$ cat src/rtl/hazard_stall_ctrl.sv
`default_nettype none
// ============================================================================
// Module      : hazard_stall_ctrl
// Description : Pipeline sequencer for the 5-stage MIPS core.
//               - Detects read-after-write hazards between the instruction in
//                 ID and producers in EXE and MEM. Drives ID freeze and bubble.
//               - Flushes IF/ID and ID/EXE when a branch resolves taken.
//               - Holds every pipeline register while MEM waits on a
//                 multi-cycle data memory. A timeout sets a sticky error flag.
//               - Counts the cycles in which freeze is high. The count
//                 saturates.
// Revision    : 1.0 - initial release
// ----------------------------------------------------------------------------
// Optional feature macro: FORWARDING_EN
//   defined   : operand forwarding. Only a load-use pair stalls, and the
//               stall is one bubble. fwd_sel1/fwd_sel2 select the bypass.
//   undefined : full-stall hazard rule. fwd_sel1/fwd_sel2 are tied to 2'b00.
// ----------------------------------------------------------------------------
// Parameters
//   MEM_TIMEOUT : consecutive memory-wait cycles before mem_err sets (>=1)
//   CNT_W       : width of stall_cnt
// Ports
//   clk          in   1      clock, rising edge
//   rst          in   1      synchronous active-high reset
//   id_src1      in   5      ID source register 1
//   id_src2      in   5      ID source register 2 (0 for immediate forms)
//   exe_dst      in   5      EXE-stage destination register
//   exe_wb_en    in   1      EXE-stage instruction writes back
//   exe_mem_r_en in   1      EXE-stage instruction is a load
//   mem_dst      in   5      MEM-stage destination register
//   mem_wb_en    in   1      MEM-stage instruction writes back
//   br_taken     in   1      branch resolved taken in EXE this cycle
//   mem_req      in   1      MEM stage accesses data memory this cycle
//   mem_ready    in   1      data memory completes the access this cycle
//   freeze       out  1      hold PC and the IF/ID register
//   bubble       out  1      ID emits zero control
//   flush        out  1      clear IF/ID and ID/EXE
//   hold_all     out  1      stall every pipeline register
//   fwd_sel1     out  2      operand-1 source: 00 regfile, 01 EXE/MEM, 10 MEM/WB
//   fwd_sel2     out  2      operand-2 source, same encoding
//   mem_err      out  1      sticky memory-timeout flag
//   stall_cnt    out  CNT_W  saturating count of freeze cycles
// ============================================================================
module hazard_stall_ctrl #(
  parameter int MEM_TIMEOUT = 64,
  parameter int CNT_W       = 16
) (
  input  logic             clk,
  input  logic             rst,
  input  logic [4:0]       id_src1,
  input  logic [4:0]       id_src2,
  input  logic [4:0]       exe_dst,
  input  logic             exe_wb_en,
  input  logic             exe_mem_r_en,
  input  logic [4:0]       mem_dst,
  input  logic             mem_wb_en,
  input  logic             br_taken,
  input  logic             mem_req,
  input  logic             mem_ready,
  output logic             freeze,
  output logic             bubble,
  output logic             flush,
  output logic             hold_all,
  output logic [1:0]       fwd_sel1,
  output logic [1:0]       fwd_sel2,
  output logic             mem_err,
  output logic [CNT_W-1:0] stall_cnt
);

  // The wait counter only has to reach MEM_TIMEOUT. It saturates there.
  localparam int                 WCNT_W      = $clog2(MEM_TIMEOUT + 1);
  localparam logic [WCNT_W-1:0]  c_WAIT_MAX  = WCNT_W'(MEM_TIMEOUT);
  localparam logic [WCNT_W-1:0]  c_WAIT_ONE  = WCNT_W'(1);
  localparam logic [CNT_W-1:0]   c_STALL_MAX = '1;

  typedef enum logic [0:0] {
    ST_RUN      = 1'b0,
    ST_MEM_WAIT = 1'b1
  } state_t;

  state_t              r_state;
  logic [WCNT_W-1:0]   r_wait_cnt;
  logic                r_mem_err;
  logic [CNT_W-1:0]    r_stall_cnt;

  state_t              w_state_nxt;
  logic [WCNT_W-1:0]   w_wait_nxt;
  logic                w_hold_all;
  logic                w_err_set;
  logic                w_hazard;
  logic                w_freeze;
  logic [1:0]          w_fwd_sel1;
  logic [1:0]          w_fwd_sel2;

  // A producer matches a source only if it writes back and the register is
  // not $zero. Register 0 never creates a dependency.
  function automatic logic f_match(input logic [4:0] s, input logic [4:0] d,
                                   input logic w);
    return (s != 5'd0) && w && (s == d);
  endfunction

  logic w_m1_exe;
  logic w_m1_mem;
  logic w_m2_exe;
  logic w_m2_mem;

  assign w_m1_exe = f_match(id_src1, exe_dst, exe_wb_en);
  assign w_m1_mem = f_match(id_src1, mem_dst, mem_wb_en);
  assign w_m2_exe = f_match(id_src2, exe_dst, exe_wb_en);
  assign w_m2_mem = f_match(id_src2, mem_dst, mem_wb_en);

`ifdef FORWARDING_EN
  // With bypass paths, only a load in EXE cannot be forwarded in time. That
  // case costs one bubble. EXE/MEM forwarding wins over MEM/WB because it
  // carries the younger value of the register.
  always_comb begin
    w_hazard   = exe_mem_r_en && (w_m1_exe || w_m2_exe);

    w_fwd_sel1 = 2'b00;
    if (w_m1_exe && !exe_mem_r_en) begin
      w_fwd_sel1 = 2'b01;
    end else if (w_m1_mem) begin
      w_fwd_sel1 = 2'b10;
    end

    w_fwd_sel2 = 2'b00;
    if (w_m2_exe && !exe_mem_r_en) begin
      w_fwd_sel2 = 2'b01;
    end else if (w_m2_mem) begin
      w_fwd_sel2 = 2'b10;
    end
  end
`else
  // Without bypass, any pending write to a source register stalls ID until
  // the producer has left MEM. The load flag is not needed in this build.
  logic w_unused_load;
  assign w_unused_load = exe_mem_r_en;

  always_comb begin
    w_hazard   = w_m1_exe || w_m1_mem || w_m2_exe || w_m2_mem;
    w_fwd_sel1 = 2'b00;
    w_fwd_sel2 = 2'b00;
  end
`endif

  // Memory-wait sequencing. The RUN-state request cycle already counts as
  // the first wait cycle, so a timeout of N raises mem_err at the end of the
  // Nth consecutive held cycle.
  always_comb begin
    w_state_nxt = r_state;
    w_wait_nxt  = r_wait_cnt;
    w_hold_all  = 1'b0;
    case (r_state)
      ST_RUN: begin
        if (mem_req && !mem_ready) begin
          w_hold_all  = 1'b1;
          w_state_nxt = ST_MEM_WAIT;
          w_wait_nxt  = c_WAIT_ONE;
        end
      end
      ST_MEM_WAIT: begin
        if (mem_ready) begin
          w_state_nxt = ST_RUN;
          w_wait_nxt  = '0;
        end else begin
          w_hold_all = 1'b1;
          if (r_wait_cnt != c_WAIT_MAX) begin
            w_wait_nxt = r_wait_cnt + c_WAIT_ONE;
          end
        end
      end
      default: begin
        w_state_nxt = ST_RUN;
        w_wait_nxt  = '0;
      end
    endcase
    w_err_set = w_hold_all && (w_wait_nxt == c_WAIT_MAX);
  end

  // Priority: a held pipe ignores the branch because EXE is frozen too. A
  // taken branch discards the wrong-path ID instruction, so stalling it would
  // be pointless.
  assign w_freeze = w_hold_all || (!br_taken && w_hazard);

  assign freeze    = w_freeze;
  assign bubble    = !w_hold_all && !br_taken && w_hazard;
  assign flush     = !w_hold_all && br_taken;
  assign hold_all  = w_hold_all;
  assign fwd_sel1  = w_fwd_sel1;
  assign fwd_sel2  = w_fwd_sel2;
  assign mem_err   = r_mem_err;
  assign stall_cnt = r_stall_cnt;

  always_ff @(posedge clk) begin
    if (rst) begin
      r_state     <= ST_RUN;
      r_wait_cnt  <= '0;
      r_mem_err   <= 1'b0;
      r_stall_cnt <= '0;
    end else begin
      r_state    <= w_state_nxt;
      r_wait_cnt <= w_wait_nxt;
      if (w_err_set) begin
        r_mem_err <= 1'b1;
      end
      if (w_freeze && (r_stall_cnt != c_STALL_MAX)) begin
        r_stall_cnt <= r_stall_cnt + 1'b1;
      end
    end
  end

endmodule
`default_nettype wire

$ cat config.mk
export PLATFORM = sky130hd
export DESIGN_NAME = hazard_stall_ctrl
export DESIGN_NICKNAME = d
export VERILOG_FILES = /design/src/rtl/hazard_stall_ctrl.sv
export SDC_FILE = /design/constraint.sdc
export NUM_CORES = 1
export LEC_CHECK = 0
export ABC_AREA = 0
export CORE_ASPECT_RATIO = 1.2
export CORE_MARGIN = 5
export CORE_UTILIZATION = 42
export CTS_CLUSTER_DIAMETER = 200
export DETAILED_ROUTE_END_ITERATION = 10
export PLACE_DENSITY = 0.81
export SYNTH_ARGS = -nofsm -noshare
export SYNTH_HDL_FRONTEND = slang
export SYNTH_SLANG_ARGS = --single-unit
$ cat constraint.sdc
create_clock -name clk -period 1.8 [get_ports clk]
set_input_delay 0.36 -clock clk [delete_from_list [all_inputs] [get_ports clk]]
set_output_delay 0.36 -clock clk [all_outputs]
set_load 0.01 [all_outputs]
==> results.ini, run 1 <==
[status]
outcome = finished, violations left
violations = negative setup slack

[timing]
rsz0062_at_grt = true
timing.final.ws_setup_ps = -85.8
post-route-period-util_pct = 105
period_needed_ps = 1890
fmax_mhz = 530
setup_viol = 7
finClkSkew_ps = 2.44
timing.hold.ws_ps = 484
hold_viol = 0
slew_violations = 0

[worst_setup_path]
path_class = register to register
cp.required_ps = 1970
path_max_fanout = 6
crit_path_start_kind = register
critPathArrivalTime_ps = 2060
crit_path_end_kind = register

[layout]
syn2layout_area_growth_pct = 69.8
final_nets = 331
drive_gt1_share_pct = 40.1
n_fill_cell = 293
multi_input_area_um2 = 1330
antenna_cells = 0
seqCellArea_um2 = 508

[synth]
yosysTopAreaCellShare_pct = 30.2
syn_inst = 211
synth_edf_count = 0
yosys.area.top_type = dfxtp_1
synth_flop_cell = dfxtp_1
syn_avg_cell_area_um2 = 7.86
yosysSeqAreaShare_pct = 30.2
synth.area.top_cells = dfxtp_1 30%, xnor2_1 12%, nor2_1 5.2%, nand3_1 4.2%, a21oi_1 3.9%
synthArstFlopShare_pct = 0
synth_cell_types = 36
yosysMostFrequentCell = dfxtp_1
yosysWarnings = 0
synth_commonest_cells = 25 x dfxtp_1, 23 x nor2_1, 22 x xnor2_1, 14 x nand3_1, 13 x a21oi_1
syn_area_um2 = 1660
ys_ff_latch = 25

[drt]
drtAntennaViolNets = 0
dr.pass1.iters = 4
first_iter_violations = 137
routed_wl_um = 5510
wire_per_inst_um = 15.6
drcViolationCount = 0
via_per_inst = 5.39
vias = 1903

[placed_design]
gp_congestion = 0.910
numPortBuffers = 47
dp_hpwl_um = 3710

[clocking]
clock-sinks = 25
cts_made_buffers = 3
cts_tree = yes
path_clk_slew_ps = 90
cts_hold_buf = 0
cts-root-buf = clkbuf_8
clk_latency_ps = 270
h-tree-depth = 1
clockBufferDepth = 2

[power]
p_sw_mw = 0.360
p_comb_share_pct = 28.7
powerDensity_nw_per_um2 = 454
p_seq_share_pct = 44.3
p_clk_share_pct = 26.9
irDropWorstVdd_uv = 359
fin_total_pwr_mw = 1.28
power.leakage_nw = 1.16
p_int_mw = 0.918
swShare_pct = 28.2

[floorplanning]
die_y_um = 78.8
ios = 53
core-area_um2 = 3880
initial_core_util_pct = 42.7
row_count = 25
dieArea_um2 = 5310
fp.dieW_um = 67.4

[global_routing]
grt_use_total_pct = 20.0
grt_max_degree = 34
grt_pass1_wl_um = 8320
grt_pass1_vias = 1839
overflow = 0
antenna_found_initial = 0

[job]
drv_cap = 0

[hold_path]
holdCritPathClass = register to register

-- state kept, by name (all words and copies together), names as in the netlist --
signal,count
r_state,1
mem_err,1
stall_cnt,16
r_wait_cnt,7
-- per-layer routing --
metal,up-vias,track usage [%],wire length [um]
met2,40,37.0,3080
met5,-,0,0
met1,943,23.6,2220
met4,0,4.87,65
met3,8,2.69,146
li1,912,-,-
-- power by group through the flow --
stage | registers (mW) | clock network (mW) | logic (mW)
floorplan | 0.581 | 0 | 0.127
global placement | 0.576 | 0 | 0.286
detailed placement | 0.576 | 0 | 0.293
CTS | 0.563 | 0.347 | 0.331
global route | 0.568 | 0.376 | 0.393
finish | 0.567 | 0.344 | 0.367
-- path summary, 6_finish.rpt --
check	from	endpoint	slack [ps]	cells past startpoint
max	stall_cnt[11]	stall_cnt[9]	-90	7
min	mem_err	mem_err	480	2
max reg2reg	stall_cnt[11]	stall_cnt[9]	-90	7
min reg2reg	mem_err	mem_err	480	2
-- critical path, cell delays in order (launching register included) --
cell and delay [ps]:
dfxtp_1 340, and3_1 230, and2_1 190, a31o_1 240
a21oi_4 180, buf_12 150, nand4_1 120, mux2_4 330
-- per-stage QoR --
stage	instances	instance area [um2]	worst slack [ps]	util (%)	setup TNS, ps
finish	353	2820	-85.8	72.6	-220
global route	353	2820	-143	72.6	-1110
CTS	351	2620	-21.8	67.6	-41.0
detailed placement	341	2440	-919	63.0	-13520
global placement	341	2440	-842	63.0	-11880
floorplan	214	1670	40.7	-	0
-- cell type report --
class,count,share of cell area (%)
Inverter,11,1.47
Clock buffer,3,1.47
Clock inverter,1,0.178
Multi-Input combinational cell,167,47.3
Tap cell,54,2.40
Timing Repair Buffer,92,29.2
Sequential cell,25,18.0
-- placed cells by master, fill, tap and decap left out, types with 4 or more instances in the layout --
| master | instances |
|---|---|
| a21oi_1 | 12 |
| xnor2_1 | 13 |
| nor2_1 | 22 |
| buf_2 | 11 |
| dlygate4sd2_1 | 6 |
| o21ai_0 | 4 |
| and3_1 | 9 |
| nand4_1 | 10 |
| mux2_4 | 5 |
| nand3_2 | 5 |
| nand2_1 | 7 |
| buf_6 | 7 |
| and2_1 | 5 |
| nor2b_1 | 9 |
| buf_8 | 4 |
| nand3_1 | 8 |
| conb_1 | 4 |
| a21o_1 | 4 |
| buf_4 | 41 |
| xnor2_4 | 4 |
| clkdlybuf4s50_1 | 19 |
| dfxtp_1 | 19 |
| xnor2_2 | 5 |
| inv_1 | 9 |
| dfxtp_2 | 6 |
-- cells by family after synthesis --
kind of cell	count (synthesis)	share of synthesized area, %
and+or+nand+nor	92	29.6
AOI/OAI and AO/OA	38	14.3
DFF	25	30.2
xor gates and xnor gates	22	11.6
buffers and inverters	22	6.41
muxes	8	5.36
adders and majority gates	3	2.26
other	1	0.226
-- timing repair --
item                                    4_1_cts  5_1_grt
endpoints found under the setup margin       20       23
cloned                                        1        0
pin swaps                                    32       12
endpoints found under the hold margin         0        0
gates resized for setup                     131       47
setup buffers                                 5        2
No activity file was read; power rests on OpenSTA's default activity.
==> inputs of run 2 (changes only) <==
--- a/config.mk
+++ b/config.mk
@@ -7,7 +7,6 @@
 export LEC_CHECK = 0
 export ABC_AREA = 0
 export CORE_ASPECT_RATIO = 1.2
-export CORE_MARGIN = 5
 export CORE_UTILIZATION = 42
 export CTS_CLUSTER_DIAMETER = 200
 export DETAILED_ROUTE_END_ITERATION = 10
==> run 2 against run 1 <==
- hold slack got worse by 4.1 ps
- cell area decreased by 6.1%
- final cell count decreased by 2.5%
- the flow still finishes with violations (negative setup slack)
- clock-buffer cell count unchanged
- power decreased by 3.8%
- utilization decreased by 1.0 points
- sequential share of layout area increased by 1.2 points
- die area decreased by 21%
- largest power group unchanged
- register-to-register slack improved by 96 ps
- clock skew decreased by 0.59 ps
- combinational power decreased by 12%
- critical path depth increased by 3
==> results.ini, run 2 (same netlist as run 1, synthesis figures left out) <==
[clocking]
cts_made_buffers = 3
cts_hold_buf = 0
clock-sinks = 25
clk_latency_ps = 270
path_clk_slew_ps = 90
cts-root-buf = clkbuf_8
cts_tree = yes
clockBufferDepth = 2
h-tree-depth = 1

[worst_setup_path]
rr_startpoint = stall_cnt[7]
crit_path_end_kind = register
critPathArrivalTime_ps = 1980
startpoint = exe_dst[3]
r2r_setup_slack_ps = 10
crit_path_start_kind = primary input
path_class = primary input to register
r2r_cells = 9
r2r_end = stall_cnt[11]
crit_end = stall_cnt[9]
path_max_fanout = 5
cp.required_ps = 1970

[job]
drv_cap = 0

[timing]
setup_viol = 3
hold_viol = 0
timing.final.ws_setup_ps = -16.9
post-route-period-util_pct = 101
finClkSkew_ps = 1.85
fmax_mhz = 550
slew_violations = 0
rsz0062_at_grt = true
period_needed_ps = 1820

[layout]
mostFrequentLayoutCells = 35 x buf_4, 22 x nor2_1, 19 x clkdlybuf4s50_1, 19 x dfxtp_1, 15 x buf_2
syn2layout_area_growth_pct = 59.4
final_nets = 324
final_common_cell = buf_4
drive_gt1_share_pct = 38.7
finish.instance_area_um2 = 2640
antenna_cells = 0
largest_reg_flops = 16

[drt]
drcViolationCount = 0
wire_per_inst_um = 14.2
drtAntennaViolNets = 0
dr.pass1.iters = 4
via_per_inst = 5.30
first_iter_violations = 100
routed_wl_um = 4880
vias = 1823

[placed_design]
place_ws_ps = -881
numPortBuffers = 47
dp_hpwl_um = 3490
placed_area_um2 = 2420
gp_congestion = 0.867

[global_routing]
antenna_found_initial = 0
grt_pass1_wl_um = 7660
grt_use_total_pct = 23.1
overflow = 0
grt_max_degree = 21
grt_pass1_vias = 1804

[status]
outcome = finished, violations left
violations = negative setup slack

[floorplanning]
ios = 53
die_y_um = 70.8
row_count = 24
initial_core_util_pct = 44.9
core-area_um2 = 3690
fp.dieW_um = 59.4
dieArea_um2 = 4200

[power]
swShare_pct = 27.6
p_seq_share_pct = 45.9
p_int_mw = 0.890
p_clk_share_pct = 27.8
power.leakage_nw = 1.11
powerDensity_nw_per_um2 = 465
p_comb_share_pct = 26.3
irDropWorstVdd_uv = 314
p_sw_mw = 0.339

[hold_path]
hp-start = mem_err
holdCritPathClass = register to register

[run 2: layer usage]
layer,up-vias,wire [um],global-route usage (%)
met5,-,0,0
met1,853,1920,25.5
li1,901,-,-
met3,12,189,3.29
met2,57,2660,42.4
met4,0,115,10.1
[run 2: cell type report]
class | instances | area, um2
fill | 272 | 1050
sequential | 25 | 508
timing repair buffer | 85 | 706
tap | 52 | 65.1
inverter | 11 | 41.3
clock buffer | 3 | 41.3
clock inverter | 1 | 7.51
multi-input combinational | 167 | 1270
[run 2: timing repair]
| item | in CTS | in global routing |
|---|---|---|
| buffers inserted | 1 | 1 |
| resized for setup | 105 | 57 |
| pin swaps | 30 | 21 |
| endpoints found under the setup margin | 21 | 19 |
[run 2: metrics by stage]
step	instances	utilization (%)	hold slack [ps]	power (mW)	setup TNS (ps)
2_1_floorplan	214	-	493	0.708	0
3_3_place_gp	338	65.6	468	0.861	-11460
3_5_place_dp	338	65.6	474	0.868	-11860
4_1_cts	343	66.1	489	1.19	0
5_1_grt	344	71.5	522	1.28	-783
6_report	344	71.5	480	1.23	-36.2
[run 2: power groups by stage]
stage / sequential, mW / clock [mW] / combinational, mW
6_report: 0.564 / 0.342 / 0.323
5_1_grt: 0.565 / 0.367 / 0.347
4_1_cts: 0.563 / 0.344 / 0.284
3_5_place_dp: 0.576 / 0 / 0.292
3_3_place_gp: 0.576 / 0 / 0.285
2_1_floorplan: 0.581 / 0 / 0.127
[run 2: worst max-delay path, stage by stage]
cell     delay [ps]
buf_2           120
xnor2_1         180
nand4_1         160
o22ai_2         170
a22oi_2         100
buf_4           160
a21oi_4         160
buf_6           150
nand4_1         100
mux2_1          320
[run 2: worst min path at each step]
stage	to	slack, ps	depth (start not counted)
floorplan	mem_err	490	2
global placement	mem_err	470	2
detailed placement	mem_err	470	2
CTS	mem_err	490	2
global route	mem_err	520	2
finish	mem_err	480	2
